<file path="src/rtl/nsa_pkg.sv">
// Shared definitions for the nibble-serial adder: FSM state encoding and slice width.
package nsa_pkg;

  typedef enum logic [1:0] {
    ST_IDLE = 2'd0,
    ST_RUN  = 2'd1,
    ST_DONE = 2'd2
  } state_t;

  localparam int NIBBLE_W = 4;

endpackage

</file>
<file path="src/rtl/four_bit_adder.sv">
// The lab's 4-bit ripple-carry adder; one full-adder cell per bit.
module four_bit_adder (
  input  logic [3:0] A,
  input  logic [3:0] B,
  input  logic       C0,
  output logic [3:0] S,
  output logic       C4
);

  logic [4:0] c;

  assign c[0] = C0;

  for (genvar i = 0; i < 4; i++) begin : g_bit
    assign S[i]   = A[i] ^ B[i] ^ c[i];
    assign c[i+1] = (A[i] & B[i]) | (c[i] & (A[i] ^ B[i]));
  end

  assign C4 = c[4];

endmodule

</file>
<file path="src/rtl/nibble_serial_adder.sv">
// Wide unsigned add computed one nibble per cycle by reusing a single four_bit_adder,
// least significant nibble first, with the carry chained through a register.
module nibble_serial_adder
  import nsa_pkg::*;
#(
  parameter int NIBBLES = 4
) (
  input  logic                      clk,
  input  logic                      rst_n,
  input  logic                      start,
  input  logic [NIBBLE_W*NIBBLES-1:0] a,
  input  logic [NIBBLE_W*NIBBLES-1:0] b,
  input  logic                      cin,
  output logic                      busy,
  output logic                      done,
  output logic [NIBBLE_W*NIBBLES-1:0] sum,
  output logic                      cout
);

  localparam int W  = NIBBLE_W * NIBBLES;
  localparam int CW = (NIBBLES > 1) ? $clog2(NIBBLES) : 1;

  state_t          state;
  logic [W-1:0]    ra;
  logic [W-1:0]    rb;
  logic            carry;
  logic [CW-1:0]   cnt;
  logic [3:0]      s;
  logic            c4;

  four_bit_adder u_adder (
    .A  (ra[3:0]),
    .B  (rb[3:0]),
    .C0 (carry),
    .S  (s),
    .C4 (c4)
  );

  // Each RUN edge consumes the low nibble of ra/rb and pushes the partial sum in from the top,
  // so after NIBBLES edges the first nibble computed has reached sum[3:0].
  always_ff @(posedge clk or negedge rst_n) begin
    if (!rst_n) begin
      state <= ST_IDLE;
      ra    <= '0;
      rb    <= '0;
      carry <= 1'b0;
      cnt   <= '0;
      sum   <= '0;
      cout  <= 1'b0;
    end else begin
      case (state)
        ST_IDLE: begin
          if (start) begin
            ra    <= a;
            rb    <= b;
            carry <= cin;
            cnt   <= '0;
            state <= ST_RUN;
          end
        end
        ST_RUN: begin
          ra    <= {4'b0000, ra[W-1:4]};
          rb    <= {4'b0000, rb[W-1:4]};
          sum   <= {s, sum[W-1:4]};
          carry <= c4;
          cnt   <= cnt + CW'(1);
          if (cnt == CW'(NIBBLES - 1)) begin
            cout  <= c4;
            state <= ST_DONE;
          end
        end
        ST_DONE: begin
          state <= ST_IDLE;
        end
        default: begin
          state <= ST_IDLE;
        end
      endcase
    end
  end

  assign busy = (state == ST_RUN) || (state == ST_DONE);
  assign done = (state == ST_DONE);

endmodule

</file>
<file path="config.mk">
export PLATFORM = sky130hd
export DESIGN_NAME = nibble_serial_adder
export DESIGN_NICKNAME = d
export VERILOG_FILES = /design/src/rtl/nsa_pkg.sv /design/src/rtl/four_bit_adder.sv /design/src/rtl/nibble_serial_adder.sv
export SDC_FILE = /design/constraint.sdc
export NUM_CORES = 1
export LEC_CHECK = 0
export CAP_MARGIN = 20
export CORE_MARGIN = 4
export CORE_UTILIZATION = 26
export CTS_BUF_LIST = sky130_fd_sc_hd__clkbuf_16
export DETAILED_ROUTE_END_ITERATION = 6
export HOLD_SLACK_MARGIN = 0.08
export PLACE_DENSITY = 0.54
export SLEW_MARGIN = 40
export SYNTH_ARGS = -nofsm -noshare
export SYNTH_HDL_FRONTEND = slang
export SYNTH_SLANG_ARGS = --single-unit
</file>
<file path="constraint.sdc">
create_clock -name clk -period 2.8 [get_ports clk]
set_input_delay 0.56 -clock clk [delete_from_list [all_inputs] [get_ports clk]]
set_output_delay 0.56 -clock clk [all_outputs]
set_load 0.01 [all_outputs]
</file>
==> results of run 1 <==
-- flip-flops by register name, summed over array words and instances (netlist names) --
name,flops
ra,16
sum,16
cnt,2
rb,16
cout,1
carry,1
state,2
-- per-layer routing --
metal	vias to the layer above	track usage	share of wire
met4	0	0.02885	0.013
met1	999	0.1590	0.46
met3	8	0.02627	0.041
met5	-	0	0
met2	43	0.1985	0.48
li1	1012	-	-
-- critical path, stage by stage, from the launching register on --
cell and delay, ns:
dfrtp_1 0.40, fa_1 0.43, inv_1 0.08, fa_1 0.15, inv_1 0.05, fa_1 0.35, inv_1 0.08, fa_1 0.40
o21ai_0 0.14
-- cell families after synthesis --
family,after synthesis
flops,54
simple gates,79
compound gates,61
buf+inv,31
mux,14
fa+ha+maj,8
-- worst paths after layout --
kind                       startpoint  endpoint  slack (ns)  depth (start not counted)
max in group asynchronous       rst_n     rb[9]        1.92                          2
hold reg to reg                  cout      cout        0.49                          2
setup / recovery                ra[0]   sum[15]        0.64                          8
min in group clk                 cout      cout        0.49                          2
hold / removal                  rst_n   sum[11]        0.39                          2
setup reg to reg                ra[0]   sum[15]        0.64                          8
-- area by class of cell --
type                    instances  area (um2)
inverters                      11       41.29
fillers                       990        6350
well taps                     133       166.4
repair buffers                 64       610.6
clock buffers                   5       125.1
flip-flops and latches         54        1351
multi-input cells             162        1104
clock inverters                 3       26.28
-- power groups by stage --
stage,registers (mW),logic (mW),clock network (mW)
CTS,1.41,2.02,0.647
global route,1.46,2.24,0.687
finish,1.41,1.98,0.633
detailed placement,1.42,2.01,0
floorplan,1.42,1.30,0
global placement,1.41,1.97,0
-- metrics by stage --
stage | util | total power [mW]
6_report | 0.3504 | 4.025
2_1_floorplan | - | 2.722
4_1_cts | 0.3504 | 4.072
3_5_place_dp | 0.3349 | 3.437
5_1_grt | 0.3504 | 4.386
3_3_place_gp | 0.3349 | 3.385
-- placed cells by master (no fill, tap or decap), types with 3 or more instances in the layout --
| cell type | count |
|---|---|
| a211oi_1 | 10 |
| a21oi_1 | 6 |
| a32o_1 | 5 |
| a32oi_1 | 12 |
| buf_4 | 10 |
| clkbuf_16 | 5 |
| clkdlybuf4s50_1 | 53 |
| clkinv_4 | 3 |
| dfrtp_1 | 54 |
| fa_1 | 4 |
| ha_1 | 4 |
| inv_1 | 10 |
| mux2_2 | 14 |
| nand2_1 | 16 |
| nand3_1 | 33 |
| nor2_1 | 10 |
| nor3_1 | 11 |
| o211ai_1 | 3 |
| o21ai_0 | 10 |
| o22ai_1 | 10 |
==> run_results.csv, run 1 <==
group,metric,value,unit
run_status,outcome,"completed",
timing,fin_worst_skew,0.004331,ns
logic_synthesis,yosys.area_share.adder,0.05007,
placement,dp_slack,0.6537,ns
routing,wl_per_cell,15.60,um
routing,wirelength,6739,um
timing,fmax,0.4626,GHz
timing,layout_setup_ws,0.6383,ns
global_routing,grt_pass1_wl,11010,um
setup_path,path_class,"flip-flop to flip-flop",
routing,drt-initial-drc-count,153,
logic_synthesis,synth_cells,247,
logic_synthesis,yosysSeqAreaShare,0.5200,
clocking,cts_hold_buf,0,
cells_and_area,drive_gt1_frac,0.1304,
floorplan,core,0.009774,mm2
setup_path,worstPathArrival,2.37,ns
power_and_ir_drop,leakage,1.408,nW
routing,antenna_left,0,
clocking,cts_tree,"done",
routing,drc_errors,0,
global_routing,grt_pass1_vias,2121,
floorplan,die_width,108.0,um
timing,rsz0062_at_grt,"false",
placement,place_inst,424,
logic_synthesis,yosys-top-cells-count,"dfrtp_1, nand3_1, nand2_1",
logic_synthesis,synthMuxAreaShare,0.06066,
clocking,path_clk_slew,0.07,ns
power_and_ir_drop,switchingPower,1.593,mW
logic_synthesis,synthFlopType,"dfrtp_1",
floorplan,ios,55,
logic_synthesis,synthTopCellsByArea,"dfrtp_1, nand3_1, mux2_2, a32oi_1, fa_1",
logic_synthesis,yosysMostFrequentCell,"dfrtp_1",
power_and_ir_drop,p_int,2.431,mW
placement,port-buffer-count,54,
global_routing,antenna_found_initial,0,
timing,tns,0,ns
clocking,cts_max_path_buffers,2,
logic_synthesis,synth_top_family_by_area,"compound AO/OA/AOI/OAI gates",
timing,setup_viol,0,
cells_and_area,antenna_cells,0,
logic_synthesis,ys.warnings.count,0,
routing,via_per_inst,4.773,
setup_path,crit_path_max_fanout,2,
clocking,clkLatencyLatePin,0.29,ns
logic_synthesis,ys_types,32,
clocking,htree_levels,2,
floorplan,initial_core_util,0.2659,
floorplan,die-area,0.01166,mm2
routing,num_vias,2062,
setup_path,end_kind,"flip-flop",
power_and_ir_drop,ir_drop,0.0004117,V
logic_synthesis,synth_top_area_frac,0.5200,
logic_synthesis,ys_ff_latch,54,
timing,min_period,2.162,ns
logic_synthesis,synth_xor_area_frac,0,
power_and_ir_drop,p_seq_frac,0.350,
timing,hold_ws,0.3880,ns
setup_path,worstPathRequired,3.01,ns
logic_synthesis,ys_async_sr_fraction,1.000,
job,drv_cap,0,
floorplan,die_h,108.0,um
power_and_ir_drop,power_density,1175,mW/mm2
timing,hold_viol_final,0,
floorplan,rows,36,
logic_synthesis,synth_fp_nets,291,
timing,slew_violations,0,
timing,worst_pin_slew,0.7336,ns
power_and_ir_drop,p_sw_frac,0.3959,
clocking,cts_buffers,5,
global_routing,grt_max_degree,55,
clocking,cts.sinks,54,
setup_path,start_kind,"flip-flop",
logic_synthesis,synth_edf_count,0,
clocking,cts_setup_buffers,0,
clocking,cts_root_buf,"clkbuf_16",
global_routing,groute.usage.overall,0.1195,
cells_and_area,area_growth_syn_to_layout,31.78,%
timing,slew_headroom,0.5102,
global_routing,overflow,0,
logic_synthesis,synth_top_area_cell,"dfrtp_1",
cells_and_area,post-route-cell-area,0.003425,mm2
power_and_ir_drop,p_comb_frac,0.493,
clocking,cts_resized,0,
hold_path,worstHoldPathType,"input port to asynchronous set/reset pin",
placement,dpl_cell_area,0.003273,mm2
power_and_ir_drop,clkPwrFrac,0.157,
logic_synthesis,avgSynthCellArea,10.52,um2
placement,hpwl,4737,um
logic_synthesis,synth_compound_area_frac,0.1671,
logic_synthesis,netlist_area,0.002599,mm2
placement,gp_congestion,0.7289,
routing,first_pass_iters,4,
timing,post-route-period-util,0.7720,
logic_synthesis,synth-simple-area-share,0.1459,
cells_and_area,final_nets,342,
cells_and_area,stdcell_count,432,
Power figures use the tool's default switching activity.
==> run 2: changes to the inputs <==
==> constraint.sdc (replaced) <==
create_clock -name clk -period 2.07 [get_ports clk]
set_input_delay 0.414 -clock clk [delete_from_list [all_inputs] [get_ports clk]]
set_output_delay 0.414 -clock clk [all_outputs]
set_load 0.01 [all_outputs]
==> run 2 against run 1 <==
Final cell count is 0.93% higher. Wire length is 1.5% higher. Clock-buffer cell count stayed put. Utilization is 0.76 points higher. Combinational power is 41% higher.
==> run_results.csv, run 2 (same netlist as run 1, synthesis figures left out) <==
group,metric,value,unit
power_and_ir_drop,ir_drop,0.0006194,V
timing,post-route-period-util,0.9991,
placement,dpl_cell_area,0.003308,mm2
setup_path,rrSetupSlack,0.002,ns
cells_and_area,post-route-cell-area,0.003498,mm2
setup_path,crit_slowest_cell,"dfrtp_1",
routing,num_vias,2091,
setup_path,rr_startpoint,"ra[0]",
global_routing,antenna_found_initial,0,
cells_and_area,drive_gt1_frac,0.1650,
clocking,cts_buffers,5,
routing,drc_errors,0,
placement,hpwl,4858,um
setup_path,end_kind,"flip-flop",
clocking,htree_levels,2,
timing,setup_viol,0,
setup_path,crit_chain,"fa_2 > inv_2 > fa_2 > inv_2 > fa_2 > inv_2 > fa_2 > o21ai_1",
timing,worst_pin_slew,0.6814,ns
setup_path,critical_path.endpoint,"sum[15]",
global_routing,grt_pass1_vias,2121,
floorplan,die_h,108.0,um
global_routing,grt_pass1_wl,11360,um
cells_and_area,largestRegisters,"ra: 16 flops, rb: 16 flops, sum: 16 flops",
setup_path,start_kind,"flip-flop",
routing,first_pass_iters,4,
job,drv_cap,0,
hold_path,worstHoldPathType,"input port to asynchronous set/reset pin",
timing,layout_setup_ws,0.001902,ns
timing,fmax,0.4835,GHz
timing,fin_worst_skew,0.006196,ns
timing,rsz0062_at_grt,"true",
timing,slew_headroom,0.5453,
placement,gp_congestion,0.7439,
clocking,cts_hold_buf,0,
cells_and_area,fillers,1004,
setup_path,worstPathRequired,2.29,ns
setup_path,path_class,"flip-flop to flip-flop",
routing,wirelength,6841,um
cells_and_area,area_growth_syn_to_layout,34.62,%
setup_path,setup.worst_path.start,"ra[0]",
global_routing,overflow,0,
cells_and_area,final_cell_mix,"dfrtp_1, clkdlybuf4s50_1, nand3_1, nand2_1, mux2_2",
floorplan,die-area,0.01166,mm2
setup_path,critPathTopFamily,"adder cells",
placement,place_inst,427,
floorplan,initial_core_util,0.2659,
floorplan,ios,55,
floorplan,core,0.009774,mm2
setup_path,slowest_delay,0.41,ns
clocking,cts_max_path_buffers,2,
timing,hold_viol_final,0,
setup_path,crit_buf_inv,3,
power_and_ir_drop,power_density,1625,mW/mm2
power_and_ir_drop,leakage,1.436,nW
run_status,outcome,"completed",
setup_path,cp.depth,8,
clocking,path_clk_slew,0.08,ns
routing,drt-initial-drc-count,94,
global_routing,grt_max_degree,38,
placement,dp_slack,-0.07661,ns
routing,wl_per_cell,15.69,um
cells_and_area,seqCellArea,0.001351,mm2
timing,hold_ws,0.09091,ns
setup_path,r2r-end,"sum[15]",
clocking,cts.sinks,54,
cells_and_area,final_common_cell,"dfrtp_1",
floorplan,die_width,108.0,um
timing,slew_violations,0,
global_routing,groute.usage.overall,0.1244,
cells_and_area,antenna_cells,0,
timing,min_period,2.068,ns
setup_path,worstPathArrival,2.29,ns
setup_path,path_common_cell,"fa_2",
clocking,cts_tree,"done",
placement,port-buffer-count,54,
cells_and_area,multi_input_area,0.001114,mm2
setup_path,reg2regPathDepth,8,
clocking,cts_root_buf,"clkbuf_16",
routing,via_per_inst,4.796,
cells_and_area,stdcell_count,436,
routing,antenna_left,0,
setup_path,crit_path_max_fanout,2,
floorplan,rows,36,
cells_and_area,final_nets,346,
clocking,clkLatencyLatePin,0.29,ns
-- run 2: repair_timing --
action / in CTS / in global routing
buffers inserted: 1 / 0
resized for setup: 7 / 1
pin swaps: 3 / 1
setup endpoints to repair: 2 / 2
-- run 2: report_power, final --
| group | switching (mW) | total [mW] | internal [mW] |
|---|---|---|---|
| sequential | 0.353 | 1.91 | 1.56 |
| combinational | 1.45 | 2.79 | 1.35 |
| clock | 0.402 | 0.980 | 0.578 |
-- run 2: per-stage QoR --
stage | TNS, ns | power (mW) | utilization
floorplan | 0 | 3.682 | -
global placement | -0.02508 | 4.654 | 0.3385
detailed placement | -0.1153 | 4.718 | 0.3385
CTS | 0 | 5.753 | 0.3579
global route | -0.08180 | 6.172 | 0.3579
finish | 0 | 5.686 | 0.3579
-- run 2: cell type report --
class	count	share of cell area
Sequential cell	54	0.3863
Multi-Input combinational cell	162	0.3183
Timing Repair Buffer	68	0.1867
Tap cell	133	0.04757
Clock buffer	5	0.03577
Clock inverter	3	0.01359
Inverter	11	0.01180
-- run 2: metal layers --
metal	part of all wire	global-route usage
met2	0.47	0.1958
met4	0.0073	0.02705
met3	0.052	0.02746
met1	0.47	0.1759
met5	0	0
-- run 2: worst reg2reg max path, stage by stage (launching register included) --
cell and delay, ns:
dfrtp_1 0.41, fa_2 0.39, inv_2 0.06, fa_2 0.18
inv_2 0.04, fa_2 0.32, inv_2 0.06, fa_2 0.41
o21ai_1 0.12
-- run 2: worst min-delay path by stage --
| stage | cells past startpoint | end | slack, ns |
|---|---|---|---|
| floorplan | 0 | carry | 0.12 |
| global placement | 1 | rb[5] | 0.43 |
| detailed placement | 1 | rb[9] | 0.43 |
| CTS | 1 | rb[7] | 0.10 |
| global route | 1 | rb[7] | 0.12 |
| finish | 1 | rb[5] | 0.09 |
